--- src/rtl/dm_pkg.sv ---
// Shared types for the multi-cycle data memory: access-type codes, FSM states and
// the access legality check.
package dm_pkg;

  localparam logic [2:0] DM_WORD   = 3'b000;
  localparam logic [2:0] DM_HALF   = 3'b001;
  localparam logic [2:0] DM_HALF_U = 3'b010;
  localparam logic [2:0] DM_BYTE   = 3'b011;
  localparam logic [2:0] DM_BYTE_U = 3'b100;

  typedef enum logic [1:0] {
    StIdle,
    StWait,
    StResp,
    StFlt
  } dm_state_e;

  // Alignment and type check; range is computed by the caller since it depends on DEPTH.
  function automatic logic dm_legal(input logic [2:0] dmtype, input logic [1:0] lsb,
                                    input logic in_range);
    logic ok;
    case (dmtype)
      DM_WORD:            ok = (lsb == 2'b00);
      DM_HALF, DM_HALF_U: ok = ~lsb[0];
      DM_BYTE, DM_BYTE_U: ok = 1'b1;
      default:            ok = 1'b0;
    endcase
    return ok & in_range;
  endfunction

endpackage

--- src/rtl/dm_lane.sv ---
// Byte-lane steering: merges store data into the old word and extends load data.
module dm_lane
  import dm_pkg::*;
(
  input  logic [31:0] old_word_i,
  input  logic [31:0] wdata_i,
  input  logic [2:0]  dmtype_i,
  input  logic [1:0]  lsb_i,
  output logic [31:0] wr_word_o,
  output logic [31:0] rd_data_o
);

  logic [7:0]  byte_sel;
  logic [15:0] half_sel;

  always_comb begin
    byte_sel  = old_word_i[{lsb_i, 3'b000} +: 8];
    half_sel  = lsb_i[1] ? old_word_i[31:16] : old_word_i[15:0];
    wr_word_o = old_word_i;
    rd_data_o = old_word_i;
    case (dmtype_i)
      DM_HALF, DM_HALF_U: begin
        if (lsb_i[1]) wr_word_o[31:16] = wdata_i[15:0];
        else          wr_word_o[15:0]  = wdata_i[15:0];
        rd_data_o = {{16{half_sel[15] & (dmtype_i == DM_HALF)}}, half_sel};
      end
      DM_BYTE, DM_BYTE_U: begin
        wr_word_o[{lsb_i, 3'b000} +: 8] = wdata_i[7:0];
        rd_data_o = {{24{byte_sel[7] & (dmtype_i == DM_BYTE)}}, byte_sel};
      end
      default: begin
        wr_word_o = wdata_i;
        rd_data_o = old_word_i;
      end
    endcase
  end

endmodule

--- src/rtl/dm_wait_ctrl.sv ---
// Multi-cycle data memory with configurable latency, CPU stall and fault detection.
// Define DM_STATS_EN to add saturating load/store/fault counters.
module dm_wait_ctrl
  import dm_pkg::*;
#(
  parameter int unsigned DEPTH   = 128,
  parameter int unsigned LATENCY = 2,
  parameter int unsigned ADDR_W  = 32
) (
  input  logic              clk,
  input  logic              rstn,
  input  logic              req,
  input  logic              we,
  input  logic [2:0]        dmtype,
  input  logic [ADDR_W-1:0] addr,
  input  logic [31:0]       wdata,
  output logic [31:0]       rdata,
  output logic              done,
  output logic              fault,
  output logic              stall
`ifdef DM_STATS_EN
  ,
  output logic [15:0]       rd_cnt,
  output logic [15:0]       wr_cnt,
  output logic [15:0]       flt_cnt
`endif
);

  localparam int unsigned IdxW = $clog2(DEPTH);

  dm_state_e       state_q, state_d;
  logic [3:0]      cnt_q, cnt_d;
  logic [IdxW+1:0] addr_q;
  logic            we_q;
  logic [2:0]      dmtype_q;
  logic [31:0]     wdata_q;
  logic [31:0]     rdata_q;
  logic [31:0]     mem_q [DEPTH];

  logic            in_range, legal, latch_en, access;
  logic [31:0]     wr_word, rd_ext;

  assign in_range = ((addr >> (IdxW + 2)) == '0);
  assign legal    = dm_legal(dmtype, addr[1:0], in_range);

  always_comb begin
    state_d  = state_q;
    cnt_d    = cnt_q;
    latch_en = 1'b0;
    access   = 1'b0;
    unique case (state_q)
      StIdle: begin
        if (req) begin
          if (legal) begin
            latch_en = 1'b1;
            cnt_d    = 4'(LATENCY - 1);
            state_d  = StWait;
          end else begin
            state_d = StFlt;
          end
        end
      end
      StWait: begin
        if (cnt_q != 4'd0) begin
          cnt_d = cnt_q - 4'd1;
        end else begin
          access  = 1'b1;
          state_d = StResp;
        end
      end
      StResp:  state_d = StIdle;
      StFlt:   state_d = StIdle;
      default: state_d = StIdle;
    endcase
  end

  always_ff @(posedge clk) begin
    if (!rstn) begin
      state_q  <= StIdle;
      cnt_q    <= 4'd0;
      addr_q   <= '0;
      we_q     <= 1'b0;
      dmtype_q <= DM_WORD;
      wdata_q  <= 32'd0;
      rdata_q  <= 32'd0;
    end else begin
      state_q <= state_d;
      cnt_q   <= cnt_d;
      if (latch_en) begin
        addr_q   <= addr[IdxW+1:0];
        we_q     <= we;
        dmtype_q <= dmtype;
        wdata_q  <= wdata;
      end
      if (access && !we_q) rdata_q <= rd_ext;
    end
  end

  // RAM has no reset; the rstn gate keeps a store from landing on the aborting edge.
  always_ff @(posedge clk) begin
    if (rstn && access && we_q) mem_q[addr_q[IdxW+1:2]] <= wr_word;
  end

  dm_lane u_lane (
    .old_word_i (mem_q[addr_q[IdxW+1:2]]),
    .wdata_i    (wdata_q),
    .dmtype_i   (dmtype_q),
    .lsb_i      (addr_q[1:0]),
    .wr_word_o  (wr_word),
    .rd_data_o  (rd_ext)
  );

  assign rdata = rdata_q;
  assign done  = (state_q == StResp);
  assign fault = (state_q == StFlt);
  assign stall = req & ~done & ~fault;

`ifdef DM_STATS_EN
  logic [15:0] rd_cnt_q, wr_cnt_q, flt_cnt_q;

  always_ff @(posedge clk) begin
    if (!rstn) begin
      rd_cnt_q  <= 16'd0;
      wr_cnt_q  <= 16'd0;
      flt_cnt_q <= 16'd0;
    end else begin
      if (access && !we_q && rd_cnt_q != 16'hFFFF) rd_cnt_q <= rd_cnt_q + 16'd1;
      if (access && we_q && wr_cnt_q != 16'hFFFF)  wr_cnt_q <= wr_cnt_q + 16'd1;
      if (state_d == StFlt && state_q == StIdle && flt_cnt_q != 16'hFFFF) begin
        flt_cnt_q <= flt_cnt_q + 16'd1;
      end
    end
  end

  assign rd_cnt  = rd_cnt_q;
  assign wr_cnt  = wr_cnt_q;
  assign flt_cnt = flt_cnt_q;
`endif

endmodule

--- config.mk ---
export PLATFORM = sky130hd
export DESIGN_NAME = dm_wait_ctrl
export DESIGN_NICKNAME = d
export VERILOG_FILES = /design/src/rtl/dm_pkg.sv /design/src/rtl/dm_lane.sv /design/src/rtl/dm_wait_ctrl.sv
export SDC_FILE = /design/constraint.sdc
export NUM_CORES = 2
export LEC_CHECK = 0
export BUFFER_PORTS_ARGS = -buffer_cell sky130_fd_sc_hd__buf_2
export CAP_MARGIN = 25
export CORE_MARGIN = 2
export CORE_UTILIZATION = 45
export DETAILED_ROUTE_END_ITERATION = 6
export HOLD_SLACK_MARGIN = 0.08
export SLEW_MARGIN = 0
export SYNTH_ARGS = -nofsm -noshare
export SYNTH_HDL_FRONTEND = slang
export SYNTH_HIERARCHICAL = 1
export SYNTH_SLANG_ARGS = --single-unit
--- constraint.sdc ---
create_clock -name clk -period 10.6 [get_ports clk]
set_input_delay 3.18 -clock clk [delete_from_list [all_inputs] [get_ports clk]]
set_output_delay 3.18 -clock clk [all_outputs]
set_load 0.02 [all_outputs]
==> impl_metrics.env <==
export IMPL_startpoint_type="input port"
export IMPL_synth_enable_flop_cells=4096
export IMPL_die_h_um=603
export IMPL_hpwl_um=234000
export IMPL_required_ns=7.42
export IMPL_synth_area_mm2=0.161
export IMPL_period_share_pct=64.8
export IMPL_wirelength_um=437000
export IMPL_final_nets=7157
export IMPL_max_cap_violations=0
export IMPL_cts_buffers=408
export IMPL_rsz0062_at_grt="false"
export IMPL_worst_slack_ns=3.73
export IMPL_ys_ff_latch=4186
export IMPL_place_ws_ns=3.72
export IMPL_endpoint_kind="output pin"
export IMPL_wl_per_cell_um=35.9
export IMPL_synth_fp_nets=6765
export IMPL_cts_buffer_depth=4
export IMPL_overflow=0
export IMPL_grt_pass1_wl_um=603000
export IMPL_place_congestion=0.900
export IMPL_cp_max_fo=2
export IMPL_path_clk_slew_ns=0.06
export IMPL_routed_via_density=6.25
export IMPL_critPathKind="input port to output pin"
export IMPL_drt_first_pass_iters=6
export IMPL_min_period_ns=6.87
export IMPL_ys_seq_area_share_pct=77.4
export IMPL_drcViolationCount=0
export IMPL_post_cts_resized=0
export IMPL_fin_setup_tns_ns=0
export IMPL_drive_above_1_share_pct=33.4
export IMPL_io_buffers=105
export IMPL_grt_pass1_vias=75500
export IMPL_ys_flop_type="edfxtp_1"
export IMPL_slew_violations=0
export IMPL_chipWidth_um=603
export IMPL_tightest_slew_ns=1.14
export IMPL_design_power_total_w=0.0320
export IMPL_grt_max_degree=132
export IMPL_vias=76100
export IMPL_initialDrtViolationCount=10400
export IMPL_final_util_pct=51.2
export IMPL_power_density_mw_per_mm2=176
export IMPL_crit_arrival_ns=3.69
export IMPL_finalSetupViolCount=0
export IMPL_layout_common_cells="edfxtp_1 (4,096), mux4_2 (1,345), clkbuf_16 (419), buf_4 (221), nand2_1 (131)"
export IMPL_async_reset_ff_share_pct=0
export IMPL_relSlewSlack_pct=24.2
export IMPL_final_common_cell="edfxtp_1"
export IMPL_io_pins=106
export IMPL_clock_latency_ns=0.98
export IMPL_syn_inst=6688
export IMPL_die_area_mm2=0.363
export IMPL_syn_avg_cell_area_um2=24.1
export IMPL_ys_warn_count=6
export IMPL_syn_to_final_growth_pct=13.2
export IMPL_max_freq_mhz=146
export IMPL_cts_setup_buffers=0
export IMPL_cellLeakagePower_nw=59.5
export IMPL_fp_coreArea_mm2=0.356
export IMPL_clock_skew_ns=0.0485
export IMPL_cts_tree="yes"
export IMPL_ir_drop_mv=0.150
export IMPL_num_rows=219
export IMPL_antenna_found_initial=41
export IMPL_hold_buffers=0
export IMPL_track_usage_pct=24.0
export IMPL_hold_path_class="register to register"
export IMPL_netlist_cell_type_count=66
export IMPL_cts_root_buf="clkbuf_16"
export IMPL_hold_viol=0
export IMPL_cts_num_sinks=4186
export IMPL_status="finished, final reports clean"
export IMPL_ant_nets=0
export IMPL_start_util_pct=45.3
export IMPL_cts_htree_levels=5
-- area by class of cell --
cell class                 instances  area [um2]
clock inverter                   213        1920
sequential                      4186      125000
clock buffer                     524       10900
tap                             4751        5940
inverter                          15        57.6
multi-input combinational       2117       36100
antenna                           16        40.0
fill                           27500      174000
timing repair buffer             352        2720
-- Yosys cell counts, types with 2 or more instances --
master     instances  share of area (%)
clkinv_1           2             0.0047
inv_1             13              0.030
nand3b_1           2             0.0093
or4_1              2             0.0093
mux2_2            34               0.24
o2bb2ai_1          8              0.043
dfxtp_1           90                1.1
or2_2              3              0.012
o22ai_1            3              0.012
nor4_1             4              0.016
a21oi_1           59               0.18
mux4_2          1345                 19
buf_6              2              0.014
nor3b_1            4              0.019
a221o_1           16              0.099
a211oi_1           8              0.037
buf_2             87               0.27
and3_1            10              0.039
o22a_1             6              0.033
mux2i_1           61               0.38
a21oi_2            4              0.022
xor2_1             2              0.011
and2_1            12              0.047
nor3_1            17              0.053
maj3_1             2              0.012
nand4_1            2             0.0078
a221oi_1           7              0.038
buf_1             62               0.14
clkbuf_1         211               0.49
nand3_1           24              0.075
edfxtp_1        4096                 76
a22o_1             8              0.043
ha_1               6              0.047
a311oi_1          16              0.087
o211ai_1           8              0.037
a31oi_1            8              0.031
nor2b_1           29               0.11
buf_4              8              0.037
o21ai_0           22              0.068
nor2_1           223               0.52
nand2_1          137               0.32
-- cell families after synthesis --
logic type / count (synthesis) / share of synthesized area (%)
adders and majority gates: 8 / 0.0590
and+or+nand+nor: 481 / 1.30
muxes: 1440 / 19.4
buffers and inverters: 385 / 0.992
xor gates and xnor gates: 3 / 0.0163
AOI/OAI and AO/OA: 185 / 0.819
DFF: 4186 / 77.4
-- layer usage --
layer	routed length, um	vias to the layer above	GRT usage, %
met1	177000	42100	34.9
met2	204000	3641	36.8
met3	39600	567	4.35
met5	13	-	0
li1	-	29700	-
met4	16700	2	8.25
-- final timing paths --
check,to,slack (ns),depth (start not counted),startpoint
max,stall,3.73,3,req
min reg2reg,rdata[3],0.47,2,rdata[3]
max reg2reg,mem_q[34][30],4.02,12,register
min,rdata[3],0.47,2,rdata[3]
-- critical path, stage by stage --
cell and delay, ns:
buf_2 0.10, nor2b_1 0.21, buf_2 0.21
-- stage by stage --
| step | area [um2] | hold slack, ns | std cells |
|---|---|---|---|
| after global placement | 169000 | 0.464 | 11400 |
| after detailed placement | 169000 | 0.462 | 11400 |
| after floorplan | 161000 | 0.461 | 6688 |
| final | 183000 | 0.466 | 12200 |
| after global routing | 182000 | 0.500 | 12200 |
| after CTS | 182000 | 0.471 | 12200 |
-- sequential cells by signal (all words and copies together) (netlist names), named ones only --
name,cells
dmtype_q,3
wdata_q,32
state_q,2
mem_q,4096
cnt_q,4
rdata,32
addr_q,9
we_q,1
-- power breakdown --
group	internal (W)	switching (W)
logic	0.0000173	0.0000421
clock network	0.00800	0.00608
registers	0.0179	0.0000132
(Power assumes the default switching activity.)
